### src/rtl/ahb_switch_debounce_pkg.sv
// ---------------------------------------------------------------------------
// ahb_switch_debounce_pkg
//   Shared definitions for the switch-debounce AHB-Lite slave.
//   - Register word offsets as decoded from HADDR[3:2].
//   - AHB transfer-type encodings used by the address-phase decoder.
// ---------------------------------------------------------------------------
package ahb_switch_debounce_pkg;

   // Register word offsets (HADDR[3:2])
   localparam logic [1:0] ADDR_STATE  = 2'b00;  // RO  debounced levels
   localparam logic [1:0] ADDR_PEND   = 2'b01;  // W1C sticky rising edges
   localparam logic [1:0] ADDR_IRQ_EN = 2'b10;  // RW  interrupt enables
   localparam logic [1:0] ADDR_RAW    = 2'b11;  // RO  synchronised inputs

   // AHB HTRANS encodings; only bit 1 matters for accepting a transfer
   localparam logic [1:0] HTRANS_IDLE   = 2'b00;
   localparam logic [1:0] HTRANS_BUSY   = 2'b01;
   localparam logic [1:0] HTRANS_NONSEQ = 2'b10;
   localparam logic [1:0] HTRANS_SEQ    = 2'b11;

   // True for transfer types that carry a real access (NONSEQ/SEQ)
   function automatic logic is_active_trans(input logic [1:0] trans);
      return (trans == HTRANS_NONSEQ) || (trans == HTRANS_SEQ);
   endfunction

endpackage

### src/rtl/sw_debounce_bit.sv
// ---------------------------------------------------------------------------
// sw_debounce_bit
//   One switch input: two-flop synchroniser, hold counter and debounced
//   stable flop.
//   Ports:
//     clk     in   system clock
//     rst_n   in   asynchronous active-low reset
//     sw_in   in   raw asynchronous switch pin
//     sync    out  synchronised (undebounced) level, pin delayed two clocks
//     stable  out  debounced level
//     rise    out  high in the cycle whose clock edge moves stable 0->1
// ---------------------------------------------------------------------------
module sw_debounce_bit #(
   parameter int DEBOUNCE_CYCLES = 50000,
   parameter int CNT_W           = 16
) (
   input  logic clk,
   input  logic rst_n,
   input  logic sw_in,
   output logic sync,
   output logic stable,
   output logic rise
);

   localparam logic [CNT_W-1:0] CNT_MAX = CNT_W'(DEBOUNCE_CYCLES - 1);

   logic             meta;
   logic [CNT_W-1:0] cnt;
   logic             differs;
   logic             accept_new;

   // Two-flop synchroniser
   always_ff @(posedge clk or negedge rst_n) begin
      if (!rst_n) begin
         meta <= 1'b0;
         sync <= 1'b0;
      end else begin
         meta <= sw_in;
         sync <= meta;
      end
   end

   assign differs    = (sync != stable);
   assign accept_new = differs && (cnt == CNT_MAX);

   // Counter runs only while the synced level disagrees with the accepted
   // level; any agreeing cycle (a glitch ending) restarts the hold time.
   always_ff @(posedge clk or negedge rst_n) begin
      if (!rst_n) begin
         cnt    <= '0;
         stable <= 1'b0;
      end else if (!differs) begin
         cnt <= '0;
      end else if (accept_new) begin
         stable <= sync;
         cnt    <= '0;
      end else begin
         cnt <= cnt + 1'b1;
      end
   end

   // Combinational so the top can set PEND on the same edge stable rises
   assign rise = accept_new && sync;

endmodule

### src/rtl/ahb_switch_debounce.sv
// ---------------------------------------------------------------------------
// ahb_switch_debounce
//   Switch-bank conditioner on AHB-Lite: per-bit sync + debounce, sticky
//   rising-edge capture (PEND), interrupt enables and a registered level IRQ.
//   Ports:
//     CLK, RESET         clock, asynchronous active-low reset
//     SW_IN[WIDTH]       raw switch pins
//     HSEL..HWDATA       AHB-Lite slave inputs (HSIZE ignored, 32-bit only)
//     HRDATA             read data, combinational in the data phase
//     HREADYOUT, HRESP   tied to ready / OKAY (zero wait states)
//     SW_STABLE[WIDTH]   debounced levels
//     IRQ                |(PEND & IRQ_EN), registered
//   Register map (HADDR[3:2]): 0 STATE RO, 1 PEND W1C, 2 IRQ_EN RW, 3 RAW RO.
//   Bus handshake: an address phase is taken when HSEL & HREADY & HTRANS[1];
//   its data phase is the next cycle, where writes commit at the closing edge
//   using HWDATA and reads present HRDATA from the live register value.
// ---------------------------------------------------------------------------
module ahb_switch_debounce
   import ahb_switch_debounce_pkg::*;
#(
   parameter int WIDTH           = 8,
   parameter int DEBOUNCE_CYCLES = 50000,
   parameter int CNT_W           = 16
) (
   input  logic             CLK,
   input  logic             RESET,
   input  logic [WIDTH-1:0] SW_IN,
   input  logic             HSEL,
   input  logic [31:0]      HADDR,
   input  logic [1:0]       HTRANS,
   input  logic             HWRITE,
   input  logic [2:0]       HSIZE,
   input  logic             HREADY,
   input  logic [31:0]      HWDATA,
   output logic [31:0]      HRDATA,
   output logic             HREADYOUT,
   output logic             HRESP,
   output logic [WIDTH-1:0] SW_STABLE,
   output logic             IRQ
);

   logic [WIDTH-1:0] sync_bits;
   logic [WIDTH-1:0] stable_bits;
   logic [WIDTH-1:0] rise_bits;
   logic [WIDTH-1:0] pend;
   logic [WIDTH-1:0] irq_en;
   logic [WIDTH-1:0] pend_clr;

   logic             accept;
   logic [1:0]       addr_q;
   logic             wr_q;
   logic             wr_pend;
   logic             wr_irq_en;

   // Size is fixed at 32 bits and only HADDR[3:2] is decoded
   logic unused_bus_bits;
   assign unused_bus_bits = ^{HSIZE, HADDR[31:4], HADDR[1:0]};

   // ------------------------------------------------------------------
   // Per-bit conditioning
   // ------------------------------------------------------------------
   for (genvar i = 0; i < WIDTH; i++) begin : g_bit
      sw_debounce_bit #(
         .DEBOUNCE_CYCLES (DEBOUNCE_CYCLES),
         .CNT_W           (CNT_W)
      ) u_bit (
         .clk    (CLK),
         .rst_n  (RESET),
         .sw_in  (SW_IN[i]),
         .sync   (sync_bits[i]),
         .stable (stable_bits[i]),
         .rise   (rise_bits[i])
      );
   end

   assign SW_STABLE = stable_bits;

   // ------------------------------------------------------------------
   // AHB address phase capture
   // ------------------------------------------------------------------
   assign accept = HSEL && HREADY && is_active_trans(HTRANS);

   always_ff @(posedge CLK or negedge RESET) begin
      if (!RESET) begin
         addr_q <= ADDR_STATE;
         wr_q   <= 1'b0;
      end else if (HREADY) begin
         // Write flag drops on any non-accepted cycle so an IDLE/BUSY or
         // deselected beat can never commit stale data.
         wr_q <= accept && HWRITE;
         if (accept) begin
            addr_q <= HADDR[3:2];
         end
      end
   end

   assign wr_pend   = wr_q && (addr_q == ADDR_PEND);
   assign wr_irq_en = wr_q && (addr_q == ADDR_IRQ_EN);
   assign pend_clr  = wr_pend ? HWDATA[WIDTH-1:0] : '0;

   // ------------------------------------------------------------------
   // PEND / IRQ_EN / IRQ
   // ------------------------------------------------------------------
   always_ff @(posedge CLK or negedge RESET) begin
      if (!RESET) begin
         pend   <= '0;
         irq_en <= '0;
         IRQ    <= 1'b0;
      end else begin
         // Set is OR-ed after the clear so a same-cycle rise survives W1C
         pend <= (pend & ~pend_clr) | rise_bits;
         if (wr_irq_en) begin
            irq_en <= HWDATA[WIDTH-1:0];
         end
         IRQ <= |(pend & irq_en);
      end
   end

   // ------------------------------------------------------------------
   // Read data: live register selected by the latched address
   // ------------------------------------------------------------------
   always_comb begin
      HRDATA = '0;
      case (addr_q)
         ADDR_STATE:  HRDATA[WIDTH-1:0] = stable_bits;
         ADDR_PEND:   HRDATA[WIDTH-1:0] = pend;
         ADDR_IRQ_EN: HRDATA[WIDTH-1:0] = irq_en;
         ADDR_RAW:    HRDATA[WIDTH-1:0] = sync_bits;
         default:     HRDATA = '0;
      endcase
   end

   assign HREADYOUT = 1'b1;
   assign HRESP     = 1'b0;

endmodule

### config.mk
export PLATFORM = sky130hd
export DESIGN_NAME = ahb_switch_debounce
export DESIGN_NICKNAME = d
export VERILOG_FILES = /design/src/rtl/ahb_switch_debounce_pkg.sv /design/src/rtl/sw_debounce_bit.sv /design/src/rtl/ahb_switch_debounce.sv
export SDC_FILE = /design/constraint.sdc
export NUM_CORES = 1
export LEC_CHECK = 0
export CORE_AREA = 4 4 132 134
export CTS_CLUSTER_DIAMETER = 80
export DETAILED_ROUTE_END_ITERATION = 16
export DIE_AREA = 0 0 136 138
export GPL_TIMING_DRIVEN = 0
export PLACE_DENSITY_LB_ADDON = 0.25
export SLEW_MARGIN = 40
export SYNTH_ARGS = -nofsm -noshare
export SYNTH_HDL_FRONTEND = slang
export SYNTH_HIERARCHICAL = 1
export SYNTH_SLANG_ARGS = --single-unit
### constraint.sdc
create_clock -name CLK -period 1.78 [get_ports CLK]
set_input_delay 0.356 -clock CLK [delete_from_list [all_inputs] [get_ports CLK]]
set_output_delay 0.356 -clock CLK [all_outputs]
set_load 0.01 [all_outputs]
# Yosys cells after proc, flatten, opt, wreduce, memory -nomap -nowiden
# Index checks and enable logic that the tools add are counted.
[totals] in_bits=82 word_cells=121 regBits=172 output_inout_bits=43
[classes] bitwise_logic=4 reduce_logical=33 n_eq_ne=21 addsub=8 mux=18
[op_table] op="$mux W16" count=16
[op_table] op="$add A16 B1 Y16 const B" count=8
[op_table] op="$eq A16 B16 Y1 const B" count=8
[op_table] op="$pmux W8 S4" count=1
[op_table] op="$logic_and A1 B1 Y1" count=21
[op_table] op="$reduce_and A2 Y1" count=9
[op_table] op="$and A8 B8 Y8" count=2
[op_table] op="$eq A2 B2 Y1 const B" count=4
[op_table] op="$mux W8" count=1
[op_table] op="$ne A1 B1 Y1" count=8
[op_table] op="$not A8 Y8" count=1
[op_table] op="$or A8 B8 Y8" count=1
[op_table] op="$reduce_or A8 Y1" count=1
[op_table] op="$eq A2 B1 Y1 const B" count=1
[op_table] op="$logic_not A2 Y1" count=1
[op_table] op="$logic_or A1 B1 Y1" count=1

# Depth between registers and ports, before layout
# Gate-level depths: netlist of run 1.
[depth] word_depth=6 ltp_mapped=6 mapped_depth_nobuf=6

# By module
# The synthesis of run 1 kept the hierarchy.
[by_module_without_submodules] module="sw_debounce_bit" cells_per_inst=89 area_each_um2=947.2 n_inst=8
[by_module_without_submodules] module="ahb_switch_debounce" cells_per_inst=104 area_each_um2=1227.4 n_inst=1

# Worst setup path before layout of run 1
# Ideal clock, no wire load.
[synth_timing] path_type="reg-to-reg" start="register g_bit[0].u_bit.cnt[0]" end="register pend[0]" period_less_slack_ns=1.436 path_slack_ns=0.344 arrival_time_ns=1.354 setup_time_ns=0.082 stages_incl_launch_ff=7 required_time_ns=1.698 cell_sequence="dfrtp_1 -> ha_1 -> and3_2 -> nand4_2 -> nor3b_1 -> inv_1 -> a31oi_1"
[synth_via] elab_chain_cells=4
[synth_lines] item="start: declaration" line_no="sw_debounce_bit.sv:28" source="logic [CNT_W-1:0] cnt;"
[synth_lines] item="start signal: assignment" line_no="sw_debounce_bit.sv:58" source="cnt <= cnt + 1'b1;"
[synth_lines] item="$eq A16 B16 Y1" line_no="sw_debounce_bit.sv:44" source="assign accept_new = differs && (cnt == CNT_MAX);"
[synth_lines] item="$logic_and A1 B1 Y1" line_no="sw_debounce_bit.sv:44"
[synth_lines] item="$logic_and A1 B1 Y1" line_no="sw_debounce_bit.sv:63" source="assign rise = accept_new && sync;"
[synth_lines] item="net rise_bits[0]" line_no="ahb_switch_debounce.sv:44" source="logic [WIDTH-1:0] rise_bits;"
[synth_lines] item="$or A8 B8 Y8" line_no="ahb_switch_debounce.sv:111" source="pend <= (pend & ~pend_clr) | rise_bits;"
[synth_lines] item="end signal: assignment" line_no="ahb_switch_debounce.sv:111"
[synth_lines] item="end: declaration" line_no="ahb_switch_debounce.sv:45" source="logic [WIDTH-1:0] pend;"
# The timed path passes the listed nets, and every way through them passes these cells.
# A chain may end at the register's enable or synchronous reset.

# Worst setup path in the final report of run 1
[layout_timing] start="register addr_q[1]" end="output HRDATA[5]"
[layout_via] elab_chain_cells=2 elab_cells_between_ends=5
[layout_lines] item="start: declaration" line_no="ahb_switch_debounce.sv:50" source="logic [1:0] addr_q;"
[layout_lines] item="start signal: assignment" line_no="ahb_switch_debounce.sv:92" source="addr_q <= HADDR[3:2];"
[layout_lines] item="$eq A2 B2 Y1 (tied with other cells)" line_no="ahb_switch_debounce.sv:124" source="case (addr_q)"
[layout_lines] item="$pmux W8 S4 (*)" line_no="ahb_switch_debounce.sv:124"
[layout_lines] item="end: declaration" line_no="ahb_switch_debounce.sv:35" source="output logic [31:0] HRDATA,"
# Every way passes the cells marked *; elsewhere a longest branch is shown, timed or not.

==> key figures, run 1 <==
Routing
  • Via count: around 6,000
  • Vias/cell: between 5 and 6
  • DRC viols: 0
  • Initial DRC count: 325
  • First-pass detailed-route iteration total: 4
  • Routed Antenna Nets: 0
  • Top routing layer in use: met4
  • M1 WL: around 8 mm
  • DR WL/cell: about 15 um
  • Met2 wire length: around 8 mm
  • Routed wire length: ~17 mm
  • DR WL met3: approximately 600 um

GRT
  • GRT Overall Usage: between 15 and 20%
  • First-pass GRT wire length: around 28 mm
  • Vias in the first global route: between 5,000 and 6,000
  • Initial antenna violation count: 0
  • Largest net degree at the start of global routing: 67
  • GRT Residual Overflow: 0

Pwr
  • Pwr dens: roughly 900 nW/um^2
  • Worst vdd ir: about 0.80 mV
  • Pleak: ~0.0044 uW

Timing
  • RSZ-0062 raised after global routing: true
  • Maximum clock frequency: slightly below 500 MHz
  • Crit path time final: slightly above 2000 ps
  • Hold Vio Cnt, Final: 0
  • Fin crit share: 115.2%
  • Endpoints failing setup: 8
  • Setup TNS after final layout: -1866 ps
  • Max Slew Vio Count: 0
  • Fin Clk Skew: 7.162 ps
  • Worst setup margin: -270.7 ps

Synth
  • Synthesized area: roughly 9000 um^2
  • Async set or reset register ratio after synthesis: 100.0%
  • Post-synthesis sequential area ratio: approximately half
  • Mapped Cells: between 800 and 900
  • Synth Flop Type: dfrtp_1
  • Synth Register Bits: roughly 170
  • Avg Cell Area, Syn: 10.79 um^2
  • EDFF count, synth: 0
  • Distinct cells, synth: 34
  • Warnings from Yosys: 6

Floorplan
  • # IOs: 125
  • Core area: ~16,000 um^2
  • Initial Utilization: approximately 54%
  • Cell Rows: 47
  • Die ar.: between 15,000 and 20,000 um^2
  • Die width: ~140 um
  • Die span in y: 138 um

Min path
  • Hold path cells: 0
  • Min-Delay Path Class: reg -> reg

Cells and area
  • Multi-input logic area: ~4100 um^2
  • Fin cells: approximately 1,100
  • NumNets Final: ~1,000
  • N_diodes: 0
  • Area growth, synth to finish: 17.62%
  • Share of cells above drive strength 1: 23.75%
  • Post-layout util: 63.58%
  • # fillers: approximately 1,300
  • FF+latch area: 4309 um^2

Clock network
  • Clk sink count: ~170
  • Clock buffer depth: 2
  • Clk slew on worst S/H paths: about 60 ps
  • Clk_lat worst skew: approximately 430 ps
  • CTS buffer count: 17
  • Root buffer cell: clkbuf_16
  • H-Tree Depth: 4
  • CTS tree: yes

Flow run
  • Max_cap viols: 0

Setup path
  • Worst Setup Start Kind: flip-flop
  • CP Class: reg -> out
  • Worst-path cell chain: buf_8 > mux4_2 > buf_6
  • Worst Reg-to-Reg Cells: 6
  • Worst-path fanout max: 5
  • Crit path depth: 3
  • Critical path's slowest cell: mux4_2
  • Largest delay share family, worst path: multiplexers
  • Critical Path Sink Type: output pin
  • Worst EP required: 1420 ps
  • Critical path arrival: 1690 ps
  • CP peak stage delay: ~550 ps
  • Buf/Inv on CP: 2

Placement
  • DP Wirelength: 11.42 mm
  • Placed Cells: around 1,100
  • GPL Wtd Cong: 0.8235
  • Pre-CTS setup slack: -177.5 ps
  • Port Buf Inserts: 40

Run status
  • Failing checks: negative setup slack
  • Outcome: finished with violations
==> layout by cell type (no fill, tap or decap), types with 9 or more instances in the layout <==
| cell | count |
|---|---|
| nor4_2 | 16 |
| buf_4 | 32 |
| nand4_1 | 34 |
| clkdlybuf4s50_1 | 23 |
| nor3_1 | 48 |
| xor2_1 | 16 |
| clkbuf_16 | 17 |
| conb_1 | 26 |
| dfrtp_1 | 168 |
| nor2_1 | 136 |
| buf_6 | 17 |
| buf_2 | 9 |
| inv_1 | 41 |
| nand4_2 | 24 |
| mux2_2 | 18 |
| nand2_1 | 24 |
| nand3_1 | 33 |
| xnor2_1 | 96 |
==> through the flow <==
step / cell area (um^2) / hold slack [ps] / total power, uW
after floorplan: 8895 / 60.41 / 5032
after global placement: 9570 / 331.4 / 5505
after detailed placement: 9630 / 275.6 / 5540
after CTS: 10330 / 344.6 / 9471
after global routing: 10360 / 340.9 / 9795
final: 10360 / 348.1 / 9370
==> layer usage <==
metal / global-route usage (%) / vias up
li1: - / 2970
met1: 26.32 / 2939
met2: 28.32 / 74
met3: 4.542 / 15
met4: 4.615 / 0
met5: 0 / -
==> path summary, 6_finish.rpt <==
path / startpoint / endpoint / slack (ps)
min reg2reg: g_bit[5].u_bit/meta / g_bit[5].u_bit/sync / 350
min: g_bit[5].u_bit/meta / g_bit[5].u_bit/sync / 350
min in group asynchronous: RESET / g_bit[6].u_bit/cnt[8] / 420
max: addr_q[1] / HRDATA[5] / -270
max in group asynchronous: RESET / g_bit[0].u_bit/cnt[1] / 400
max reg2reg: g_bit[2].u_bit/cnt[0] / pend[2] / 90
==> timing repair <==
action	in CTS	in global routing
setup endpoints to repair	16	15
gates resized for setup	52	7
pin swaps	0	0
endpoints found under the hold margin	45	0
setup buffers	6	0
cloned	1	0
hold buffers	1	0
==> power by group <==
group          switching [uW]  total [uW]  internal (uW)
Sequential                236        4400           4160
Combinational             516        1180            659
Clock                    1540        3790           2250
Total                    2290        9370           7080
==> cells in the mapped netlist, types with 10 or more instances <==
library cell,n,area share (%)
dfrtp_1,172,49
nor2_1,136,5.8
xnor2_1,96,9.5
nor3_1,48,2.7
inv_1,41,1.7
nand4_1,34,2.4
nand3_1,33,1.9
buf_4,26,2.2
nand2_1,24,1.0
nand4_2,24,3.4
mux2_2,18,2.3
nor4_2,16,2.3
xor2_1,16,1.6
buf_6,10,1.3
==> kinds of logic (layout without fill, tap and decap cells) <==
| logic type | count (synthesis) | count (layout) | synth area share [%] |
|---|---|---|---|
| other | 2 | 26 | 0.08530 |
| xor gates and xnor gates | 112 | 112 | 11.14 |
| buffers and inverters | 86 | 168 | 5.755 |
| and+or+nand+nor | 381 | 381 | 26.35 |
| DFF | 172 | 172 | 48.88 |
| muxes | 26 | 26 | 4.434 |
| AOI/OAI and AO/OA | 29 | 29 | 2.217 |
| adders and majority gates | 8 | 8 | 1.137 |
==> sequential cells by signal, indices dropped and copies added (netlist names) <==
register            cells
g_bit.u_bit/cnt       128
g_bit.u_bit/meta        8
g_bit.u_bit/stable      8
g_bit.u_bit/sync        8
irq_en                  8
pend                    8
addr_q                  2
IRQ                     1
wr_q                    1
==> worst register-to-register path: stages, from the launching register on <==
cell,delay [ps]
dfrtp_1,410
ha_1,240
and3_2,230
nand4_2,160
nor3b_2,280
inv_1,90
a31oi_1,190
==> area by class of cell <==
class	count	share of cell area (%)
clock buffers	18	4.241
repair buffers	50	5.400
inverters	41	1.486
flip-flops and latches	172	41.61
multi-input cells	582	39.56
plain buffers	45	3.443
clock inverters	14	1.607
well taps	220	2.658
Note: power is estimated with default switching activity, not from simulation.
==> inputs of run 2 (changes only) <==
--- a/config.mk
+++ b/config.mk
@@ -10,7 +10,7 @@
 export DETAILED_ROUTE_END_ITERATION = 16
 export DIE_AREA = 0 0 136 138
 export GPL_TIMING_DRIVEN = 0
-export PLACE_DENSITY_LB_ADDON = 0.25
+export PLACE_DENSITY = 0.79
 export SLEW_MARGIN = 40
 export SYNTH_ARGS = -nofsm -noshare
 export SYNTH_HDL_FRONTEND = slang
==> key figures, run 2 (synthesized netlist as in run 1, its figures left out) <==
GRT
  • First-pass GRT wire length: around 28 mm
  • Largest net degree at the start of global routing: 66
  • GRT Overall Usage: ~18%
  • Initial antenna violation count: 0
  • GRT Residual Overflow: 0
  • Vias in the first global route: about 5,900

Setup path
  • Worst-path cell chain: buf_12 > mux4_2 > buf_6
  • Buf/Inv on CP: 2
  • Critical path's slowest cell: mux4_2
  • CP startpoint: addr_q[1]
  • Critical path arrival: 1660 ps
  • Reg2reg end: pend[0]
  • Worst EP required: approximately 1400 ps
  • Worst-path fanout max: 8
  • FF-to-FF setup slack: ~110 ps
  • CP Class: reg -> out
  • Critical Path Sink Type: output pin
  • CP peak stage delay: between 500 and 600 ps
  • Largest delay share family, worst path: multiplexers
  • Worst Reg-to-Reg Cells: 5
  • R2r startpoint: g_bit[0].u_bit/cnt[11]
  • Worst Setup Start Kind: flip-flop

Routing
  • Via count: a little over 6,000
  • M1 WL: 7.423 mm
  • Top routing layer in use: met4
  • DR WL met3: a little over 500 um
  • Routed Antenna Nets: 0
  • Routed wire length: about 17 mm
  • Initial DRC count: around 400
  • DR WL/cell: 14.48 um
  • Met2 wire length: just over 8 mm
  • DRC viols: 0
  • Vias/cell: between 5 and 6
  • First-pass detailed-route iteration total: 4

Placement
  • Placed Cells: roughly 1,100
  • Cell Area, Placed: 9630 um^2
  • DP Wirelength: around 11 mm
  • Port Buf Inserts: 40
  • GPL Wtd Cong: between 0.8 and 0.9

Pwr
  • Total Power: ~9400 uW
  • Clock power share: around two fifths
  • Logic gate share of total power: about an eighth
  • Psw: ~2200 uW
  • Power share of the sequential group: a little under half
  • Pleak: 0.004429 uW
  • Worst vdd ir: just over 0.8 mV
  • Pwr dens: between 900 and 1000 nW/um^2
  • Switching Fraction: roughly a quarter
  • Int Pwr: roughly 7200 uW

Floorplan
  • Core area: between 15,000 and 20,000 um^2
  • # IOs: ~130
  • Die ar.: roughly 19,000 um^2
  • Die span in y: ~140 um
  • Initial Utilization: between 50% and 60%
  • Die width: ~140 um
  • Cell Rows: 47

Cells and area
  • Commonest non-fill, non-tap cell in the layout: dfrtp_1
  • Post-layout util: a little under two thirds
  • Largest register FFs: 128
  • Register with the most flip-flops: g_bit.u_bit/cnt
  • NumNets Final: ~1,000
  • Area growth, synth to finish: 17.91%
  • Most frequent cells in the layout: dfrtp_1 (170), nor2_1 (136), xnor2_1 (96)
  • Share of cells above drive strength 1: a little under a quarter
  • # fillers: approximately 1,300
  • FF+latch area: 4307 um^2
  • Cell area after layout: about 10,000 um^2
  • N_diodes: 0
  • Fin cells: 1,141
  • Multi-input logic area: a little over 4000 um^2

Min path
  • Hold endpoint: g_bit[0].u_bit/sync
  • HP Start: g_bit[0].u_bit/meta
  • Min-Delay Path Class: reg -> reg
  • Hold path cells: 0

Timing
  • RSZ-0062 raised after global routing: true
  • Setup TNS after final layout: -1664 ps
  • Endpoints failing setup: 8
  • Max Slew Vio Count: 0
  • Maximum clock frequency: about 500 MHz
  • Fin crit share: 113.2%
  • Fin Clk Skew: 7.564 ps
  • Worst setup margin: -235.7 ps
  • Hold Vio Cnt, Final: 0
  • Crit path time final: roughly 2000 ps

Clock network
  • Clock buffer depth: 2
  • H-Tree Depth: 4
  • Clk slew on worst S/H paths: about 60 ps
  • Root buffer cell: clkbuf_16
  • CTS buffer count: 17
  • Clk sink count: approximately 170
  • CTS tree: yes
  • Clk_lat worst skew: ~430 ps

Run status
  • Outcome: finished with violations
  • Failing checks: negative setup slack

Flow run
  • Max_cap viols: 0
## run 2: cell types whose count changed in the layout (fill, tap and decap cells not counted), moves of 2 or more
cell	before	now
inv_6	4	0
nor3b_2	4	1
clkinv_4	1	3
dfrtp_1	168	170
dfrtp_2	4	2
nor3b_1	4	6
nor4bb_1	8	6
## run 2: layout make-up
| cell class | count | share of cell area (%) |
|---|---|---|
| Sequential cell | 172 | 41.48 |
| Multi-Input combinational cell | 582 | 39.80 |
| Timing Repair Buffer | 50 | 5.183 |
| Clock buffer | 19 | 4.267 |
| Buffer | 45 | 3.483 |
| Tap cell | 220 | 2.652 |
| Clock inverter | 12 | 1.651 |
| Inverter | 41 | 1.482 |
## run 2: routing by layer
metal / vias up / GRT usage [%]
li1: 2978 / -
met1: 2994 / 25.58
met2: 103 / 28.79
met3: 18 / 4.651
met4: 0 / 5.729
met5: - / 0
## run 2: what timing repair did
item | 4_1_cts | 5_1_grt
hold endpoints to repair | 59 | 0
endpoints found under the setup margin | 16 | 16
hold buffers | 1 | 0
buffers inserted | 7 | 0
resized for setup | 50 | 12
pin swaps | 0 | 1
## run 2: worst max path at each step
stage / endpoint / slack [ps] / cells after the start
global placement: g_bit[3].u_bit/cnt[9] / -6540 / 1
finish: HRDATA[5] / -240 / 3
detailed placement: HRDATA[0] / -210 / 3
CTS: HRDATA[5] / -260 / 3
floorplan: pend[0] / 340 / 6
global route: HRDATA[5] / -280 / 3
## run 2: power by group through the flow
stage / sequential, uW / clock, uW / combinational (uW)
floorplan: 4390 / 0 / 641
global placement: 4450 / 0 / 1050
detailed placement: 4460 / 0 / 1070
CTS: 4390 / 3930 / 1140
global route: 4420 / 4140 / 1230
finish: 4400 / 3840 / 1130
## run 2: worst register-to-register path: stages, from the launching register on
cell	delay [ps]
dfrtp_1	430
nor4bb_1	410
nand4_2	210
nor3b_1	310
inv_1	70
a31oi_1	160
## run 2: per-stage QoR
stage / hold WS, ps / worst slack (ps)
2_1_floorplan: 60.41 / 344.1
4_1_cts: 346.0 / -261.8
3_3_place_gp: 333.6 / -6541
5_1_grt: 341.9 / -282.6
6_report: 348.0 / -235.7
3_5_place_dp: 326.5 / -210.8
==> inputs of run 3 (changes only) <==
--- a/config.mk
+++ b/config.mk
@@ -5,6 +5,8 @@
 export SDC_FILE = /design/constraint.sdc
 export NUM_CORES = 1
 export LEC_CHECK = 0
+export ABC_CLOCK_PERIOD_IN_PS = 1780
+export CAP_MARGIN = 20
 export CORE_AREA = 4 4 132 134
 export CTS_CLUSTER_DIAMETER = 80
 export DETAILED_ROUTE_END_ITERATION = 16
==> results of run 3 <==
No change in the layout: final DEF, timing and power equal those of run 2.
